--- src/rtl/memtest_pkg.sv ---
// Shared types and helpers for the RAM tester.
//   state_e      : tester FSM states
//   WORD_W       : pattern / RAM data width
//   LFSR_TAPS    : Galois mask for x^32+x^22+x^2+x+1 (right-shifting form)
//   lfsr_step    : one Galois LFSR advance
//   pattern_addr : address-derived pattern {a8, ~a8, a8, ~a8} ^ seed
package memtest_pkg;

  localparam int unsigned WORD_W = 32;
  localparam int unsigned BE_W   = 4;

  localparam logic [WORD_W-1:0] LFSR_TAPS = 32'h8020_0003;

  typedef enum logic [2:0] {
    IDLE  = 3'd0,
    WR    = 3'd1,
    RD    = 3'd2,
    DRAIN = 3'd3,
    FIN   = 3'd4
  } state_e;

  function automatic logic [WORD_W-1:0] lfsr_step(input logic [WORD_W-1:0] s);
    return (s >> 1) ^ (s[0] ? LFSR_TAPS : '0);
  endfunction

  function automatic logic [WORD_W-1:0] pattern_addr(input logic [7:0] a8,
                                                     input logic [WORD_W-1:0] seed);
    return {a8, ~a8, a8, ~a8} ^ seed;
  endfunction

endpackage

--- src/rtl/memtest_pattern_gen.sv ---
// Test pattern source. word_o is the pattern for the address being issued next:
// in LFSR mode it is the current LFSR word (SEED when load_i), in address mode it
// is a pure function of addr_i.
// Ports:
//   clk, reset : clock, async active-high reset
//   load_i     : restart the sequence at SEED (word_o = SEED this cycle)
//   advance_i  : step the sequence after the current word
//   addr_i     : word address the pattern is for (address mode)
//   word_o     : 32-bit pattern word (combinational)
// Build option: MEMTEST_LFSR_PATTERN_EN selects the LFSR pattern.
module memtest_pattern_gen
  import memtest_pkg::*;
#(
  parameter int unsigned        ADDR_W = 10,
  parameter logic [WORD_W-1:0]  SEED   = 32'hA5A5_5A5A
) (
  input  logic              clk,
  input  logic              reset,
  input  logic              load_i,
  input  logic              advance_i,
  input  logic [ADDR_W-1:0] addr_i,
  output logic [WORD_W-1:0] word_o
);

  // Each mode leaves some inputs idle.
  logic unused_ok;
  assign unused_ok = &{1'b0, clk, reset, load_i, advance_i, addr_i};

`ifdef MEMTEST_LFSR_PATTERN_EN
  logic [WORD_W-1:0] lfsr_q, lfsr_d, cur_c;

  // Current word, then the state left for the following address.
  always_comb begin : lfsr_next
    cur_c  = load_i ? SEED : lfsr_q;
    lfsr_d = advance_i ? lfsr_step(cur_c) : cur_c;
  end

  always_ff @(posedge clk or posedge reset) begin : lfsr_reg
    if (reset) lfsr_q <= SEED;
    else       lfsr_q <= lfsr_d;
  end

  assign word_o = cur_c;
`else
  assign word_o = pattern_addr(8'(addr_i), SEED);
`endif

endmodule

--- src/rtl/memory_test_hw_ram_tester.sv ---
// Avalon-MM master that writes a pattern to every RAM word, reads it all back,
// compares and reports pass/fail, mismatch count and first failing address.
// Ports:
//   clk, reset        : clock, async active-high reset (aborts a run)
//   start             : 1-cycle pulse, accepted only in IDLE
//   busy, done, pass  : run status; done is sticky until the next accepted start
//   error_count       : mismatching words (saturates at DEPTH)
//   first_fail_addr   : address of the first mismatch, 0 if none
//   m_*               : Avalon-MM master to the RAM (1-cycle read latency, no waitrequest)
// Build option: MEMTEST_LFSR_PATTERN_EN selects the LFSR pattern instead of the
// address-derived one.
module memory_test_hw_ram_tester
  import memtest_pkg::*;
#(
  parameter int unsigned       DEPTH  = 1024,
  parameter int unsigned       ADDR_W = 10,
  parameter int unsigned       DATA_W = 32,
  parameter logic [WORD_W-1:0] SEED   = 32'hA5A5_5A5A
) (
  input  logic              clk,
  input  logic              reset,
  input  logic              start,
  output logic              busy,
  output logic              done,
  output logic              pass,
  output logic [ADDR_W:0]   error_count,
  output logic [ADDR_W-1:0] first_fail_addr,
  output logic [ADDR_W-1:0] m_address,
  output logic [BE_W-1:0]   m_byteenable,
  output logic              m_chipselect,
  output logic              m_write,
  output logic [DATA_W-1:0] m_writedata,
  output logic              m_clken,
  input  logic [DATA_W-1:0] m_readdata
);

  localparam logic [ADDR_W-1:0] LAST_ADDR = ADDR_W'(DEPTH - 1);
  localparam logic [ADDR_W:0]   MAX_ERR   = (ADDR_W + 1)'(DEPTH);

  state_e             state_q, state_d;
  logic [ADDR_W-1:0]  addr_q, addr_d;
  logic               cs_q, cs_d;
  logic               wr_q, wr_d;
  logic [BE_W-1:0]    be_q, be_d;
  logic [DATA_W-1:0]  wdata_q, wdata_d;
  logic               busy_q, busy_d;
  logic               done_q, done_d;
  logic               pass_q, pass_d;
  logic [ADDR_W:0]    err_q, err_d;
  logic [ADDR_W-1:0]  ff_q, ff_d;
  // Compare pipe: expected word and address of the read issued last cycle.
  logic               pv_q, pv_d;
  logic [DATA_W-1:0]  pexp_q, pexp_d;
  logic [ADDR_W-1:0]  paddr_q, paddr_d;

  logic               addr_last_c;
  logic               gen_load_c, gen_adv_c;
  logic [WORD_W-1:0]  gen_word;
  logic               mism_c;

  assign addr_last_c = (addr_q == LAST_ADDR);
  assign mism_c      = pv_q && (m_readdata != pexp_q);

  memtest_pattern_gen #(
    .ADDR_W (ADDR_W),
    .SEED   (SEED)
  ) u_pattern_gen (
    .clk       (clk),
    .reset     (reset),
    .load_i    (gen_load_c),
    .advance_i (gen_adv_c),
    .addr_i    (addr_d),
    .word_o    (gen_word)
  );

  // State register.
  always_ff @(posedge clk or posedge reset) begin : fsm_reg
    if (reset) state_q <= IDLE;
    else       state_q <= state_d;
  end

  // Next-state logic.
  always_comb begin : fsm_next
    state_d = state_q;
    unique case (state_q)
      IDLE:    if (start) state_d = WR;
      WR:      if (addr_last_c) state_d = RD;
      RD:      if (addr_last_c) state_d = DRAIN;
      DRAIN:   state_d = FIN;
      FIN:     state_d = IDLE;
      default: state_d = IDLE;
    endcase
  end

  // Address counter and pattern sequencing; the counter holds at DEPTH-1.
  always_comb begin : addr_ctrl
    addr_d     = addr_q;
    gen_load_c = 1'b0;
    gen_adv_c  = 1'b0;
    unique case (state_q)
      IDLE: begin
        if (start) begin
          addr_d     = '0;
          gen_load_c = 1'b1;
          gen_adv_c  = 1'b1;
        end
      end
      WR: begin
        gen_adv_c = 1'b1;
        if (addr_last_c) begin
          addr_d     = '0;
          gen_load_c = 1'b1;
        end else begin
          addr_d = addr_q + ADDR_W'(1);
        end
      end
      RD: begin
        if (!addr_last_c) begin
          addr_d    = addr_q + ADDR_W'(1);
          gen_adv_c = 1'b1;
        end
      end
      default: ;
    endcase
  end

  // Output / datapath next values. The writedata register also carries the
  // expected word of the current read, which is pushed into the compare pipe.
  always_comb begin : fsm_out
    cs_d    = 1'b0;
    wr_d    = 1'b0;
    wdata_d = wdata_q;
    busy_d  = busy_q;
    done_d  = done_q;
    pass_d  = pass_q;
    err_d   = err_q;
    ff_d    = ff_q;
    pv_d    = 1'b0;
    pexp_d  = pexp_q;
    paddr_d = paddr_q;

    if (mism_c) begin
      if (err_q == '0)     ff_d  = paddr_q;
      if (err_q != MAX_ERR) err_d = err_q + (ADDR_W + 1)'(1);
    end

    unique case (state_q)
      IDLE: begin
        if (start) begin
          busy_d  = 1'b1;
          done_d  = 1'b0;
          pass_d  = 1'b0;
          err_d   = '0;
          ff_d    = '0;
          cs_d    = 1'b1;
          wr_d    = 1'b1;
          wdata_d = gen_word;
        end
      end
      WR: begin
        cs_d    = 1'b1;
        wr_d    = !addr_last_c;
        wdata_d = gen_word;
      end
      RD: begin
        pv_d    = 1'b1;
        pexp_d  = wdata_q;
        paddr_d = addr_q;
        if (!addr_last_c) begin
          cs_d    = 1'b1;
          wdata_d = gen_word;
        end
      end
      DRAIN: begin
        busy_d = 1'b0;
        done_d = 1'b1;
        pass_d = (err_d == '0);
      end
      default: ;
    endcase

    be_d = cs_d ? '1 : '0;
  end

  always_ff @(posedge clk or posedge reset) begin : dp_reg
    if (reset) begin
      addr_q  <= '0;
      cs_q    <= 1'b0;
      wr_q    <= 1'b0;
      be_q    <= '0;
      wdata_q <= '0;
      busy_q  <= 1'b0;
      done_q  <= 1'b0;
      pass_q  <= 1'b0;
      err_q   <= '0;
      ff_q    <= '0;
      pv_q    <= 1'b0;
      pexp_q  <= '0;
      paddr_q <= '0;
    end else begin
      addr_q  <= addr_d;
      cs_q    <= cs_d;
      wr_q    <= wr_d;
      be_q    <= be_d;
      wdata_q <= wdata_d;
      busy_q  <= busy_d;
      done_q  <= done_d;
      pass_q  <= pass_d;
      err_q   <= err_d;
      ff_q    <= ff_d;
      pv_q    <= pv_d;
      pexp_q  <= pexp_d;
      paddr_q <= paddr_d;
    end
  end

  assign busy            = busy_q;
  assign done            = done_q;
  assign pass            = pass_q;
  assign error_count     = err_q;
  assign first_fail_addr = ff_q;
  assign m_address       = addr_q;
  assign m_byteenable    = be_q;
  assign m_chipselect    = cs_q;
  assign m_write         = wr_q;
  assign m_writedata     = wdata_q;
  assign m_clken         = 1'b1;

endmodule

--- config.mk ---
export PLATFORM = sky130hd
export DESIGN_NAME = memory_test_hw_ram_tester
export DESIGN_NICKNAME = d
export VERILOG_FILES = /design/src/rtl/memtest_pkg.sv /design/src/rtl/memtest_pattern_gen.sv /design/src/rtl/memory_test_hw_ram_tester.sv
export SDC_FILE = /design/constraint.sdc
export NUM_CORES = 1
export LEC_CHECK = 0
export CORE_ASPECT_RATIO = 0.75
export CORE_MARGIN = 2
export CORE_UTILIZATION = 53
export CTS_CLUSTER_SIZE = 12
export DETAILED_ROUTE_END_ITERATION = 8
export PLACE_DENSITY_LB_ADDON = 0.1
export SETUP_SLACK_MARGIN = 0.2
export SYNTH_ARGS = -nofsm -noshare
export SYNTH_HDL_FRONTEND = slang
export SYNTH_SLANG_ARGS = --single-unit
--- constraint.sdc ---
create_clock -name clk -period 5.36 [get_ports clk]
set_clock_uncertainty 0.15 [all_clocks]
set_input_delay 1.072 -clock clk [delete_from_list [all_inputs] [get_ports clk]]
set_output_delay 1.072 -clock clk [all_outputs]
set_load 0.01 [all_outputs]
==> qor.yml <==
boundaryPins: 108
cpMaxStageDelayCell: "nor4_1"
h-tree-depth: 3
wl_per_cell_um: 15.9
reg2regPathDepth: 9
critPathMaxFanout: 17
ff2ff_setup_slack_ps: 2200
cts_buffers: 9
netlist_area_um2: 4160
slowest_delay_ps: 710
first_pass_iters: 4
cts.sinks: 82
dpl_worst_slack_ps: 1290
path_cells: "clkdlybuf4s50_1, nor3_1, o22ai_1, nor4_1, a31oi_4, nand3b_1, mux2i_1, nor2_1"
synthCells: 403
status: "completed"
seq_area_um2: 2050
yosys_warnings: 0
finalHoldViolations: 0
async_flop_share_pct: 100
synth.distinct_cells: 44
cts_tree: "done"
synth_ff_type: "dfrtp_1"
coreArea_um2: 7470
ys_seq_elements: 82
worstReg2RegEnd: "m_writedata[23]$_DFFE_PP0P_"
start_util_pct: 55.7
clock_latency_ps: 350
crit_start: "m_readdata[4]"
wl_um: 9430
finalSetupViolations: 0
fin_ws_ps: 1610
startpoint_type: "input pin"
drc: 0
syn_nets: 442
rsz0062_at_grt: "false"
antenna_found_initial: 0
avgSynthCellArea_um2: 10.3
yosys.area.top_type: "dfrtp_1"
synth-edff-count: 0
cts_resized: 0
final_core_util_pct: 71.6
synthTopCellsByArea: "dfrtp_1 49%, mux2_2 7.0%, nor2_1 4.1%"
grt_pass1_vias: 3067
multiInputGateArea_um2: 1850
drive_gt1_share_pct: 12.0
whs_path_depth: 1
clockBufferDepth: 2
seq_area_frac_synth_pct: 49.3
critPathArrivalTime_ps: 3830
hold_buffers: 0
grt_max_degree: 53
finalInstanceArea_um2: 5350
hold_start: "busy$_DFFE_PP0P_"
whs_ps: 343
cts-root-buf: "clkbuf_8"
setup_tns_ps: 0
dp_hpwl_um: 6850
pwr_density_cell_nw_per_um2: 347
track_usage_pct: 23.3
vdd_drop_max_uv: 229
final_max_slew_viol_count: 0
filler_cell_count: 569
drtIter0Drc: 179
r2r-start: "m_address[1]$_DFF_PP0_"
grt-ovfl-total: 0
placed_area_um2: 5150
synth_top_area_share_pct: 49.3
max_freq_ghz: 0.267
whs_endpoint: "busy$_DFFE_PP0P_"
die-area_um2: 8580
yosysMostFrequentCell: "dfrtp_1"
gp_congestion: 0.867
numPortBuffers: 106
worstMarginPinSlew_ps: 882
drv_cap: 0
grt_pass1_wl_um: 15600
path_class: "in -> reg"
die_w_um: 106
fin_crit_sh_pct: 69.9
nets: 526
die_y_um: 80.7
syn_to_final_growth_pct: 28.5
hold_path.class: "reg -> reg"
post-route-min-period_ps: 3750
critPathRequiredTime_ps: 5450
relSlewSlack_pct: 41.1
clk_pin_slew_ps: 90
core.rowCount: 27
endpoint_kind: "flop"
antenna_left: 0
leakagePower_nw: 2.45
vias: 3234
synthTopCellsByCount: "82 x dfrtp_1, 45 x nor2_1, 43 x nand2_1"
post-cts-setup-buffers: 0
num_antenna_cells: 0
routed_via_density: 5.45
## routing by layer
metal,part of all wire (%),routed length (um),track usage (%),up-vias
li1,-,-,-,1542
met1,46,4310,33.2,1556
met2,45,4240,35.7,125
met3,8.0,752,4.98,11
met4,1.4,131,8.29,0
met5,0,0,0,-
## area by class of cell
class,count,share of cell area (%)
Sequential cell,82,38.4
Clock inverter,7,1.45
Inverter,9,0.655
Multi-Input combinational cell,276,34.6
Timing Repair Buffer,109,20.3
Clock buffer,9,2.32
Tap cell,101,2.36
## layout by cell type, fill, tap and decap left out, types with 2 or more instances in the layout
cell	instances
clkdlybuf4s50_1	106
dfrtp_1	82
nor2_1	44
nand2_1	43
mux2_2	26
xnor2_1	18
and3_1	15
xor2_1	14
nand3_1	13
mux2i_1	13
nor3_1	12
clkbuf_8	9
o21ai_0	8
a21o_1	6
a21oi_1	6
o21a_1	6
inv_1	6
o22ai_1	5
or2_2	4
o211ai_1	4
nand4_1	4
and4_1	4
ha_1	4
nand2b_1	3
buf_4	3
nor2b_1	2
inv_2	2
a211oi_1	2
clkinv_2	2
o31ai_1	2
and2_1	2
a211oi_2	2
inv_6	2
clkinv_4	2
## metrics by stage
| stage | power, mW | std cells |
|---|---|---|
| 2_1_floorplan | 1.10 | 403 |
| 3_3_place_gp | 1.40 | 577 |
| 3_5_place_dp | 1.41 | 577 |
| 4_1_cts | 1.87 | 593 |
| 5_1_grt | 1.95 | 593 |
| 6_report | 1.86 | 593 |
## kinds of logic (layout without fill, tap and decap cells)
| kind of cell | count (synthesis) | in the layout | synth area share [%] |
|---|---|---|---|
| AND/OR/NAND/NOR | 155 | 155 | 17.9 |
| flip-flops | 82 | 82 | 49.3 |
| AO/OA/AOI/OAI | 45 | 45 | 8.18 |
| buffers and inverters | 45 | 134 | 6.43 |
| multiplexers | 39 | 39 | 10.2 |
| XOR/XNOR | 32 | 32 | 6.73 |
| adder cells (fa/ha/maj) | 4 | 4 | 1.20 |
| other | 1 | 1 | 0.0901 |
## worst max path at each step
stage	depth (start not counted)	slack [ps]	endpoint
final	8	1610	first_fail_addr[7]$_DFF_PP0_
after global routing	8	1470	first_fail_addr[4]$_DFF_PP0_
after CTS	8	1670	first_fail_addr[2]$_DFF_PP0_
after detailed placement	8	1290	first_fail_addr[7]$_DFF_PP0_
after global placement	8	1420	first_fail_addr[5]$_DFF_PP0_
after floorplan	1	2030	busy$_DFFE_PP0P_
## sequential cells by signal, indices dropped and copies added, names as in the netlist
register,flops
pexp_q,16
m_write,1
done,1
state_q,3
m_byteenable,1
pass,1
pv_q,1
first_fail_addr,10
error_count,11
m_writedata,16
paddr_q,10
busy,1
m_address,10
## power by group
part / switching (mW) / total, mW / internal, mW
registers: 0.123 / 0.828 / 0.705
clock network: 0.235 / 0.454 / 0.219
logic: 0.241 / 0.573 / 0.332
## worst max-delay path: cells and delay by family
family / cells / cell delay [ps]
muxes: 1 / 260
and+or+nand+nor: 4 / 1600
buffers and inverters: 1 / 420
AOI/OAI and AO/OA: 2 / 460
No activity file was read; power rests on OpenSTA's default activity.
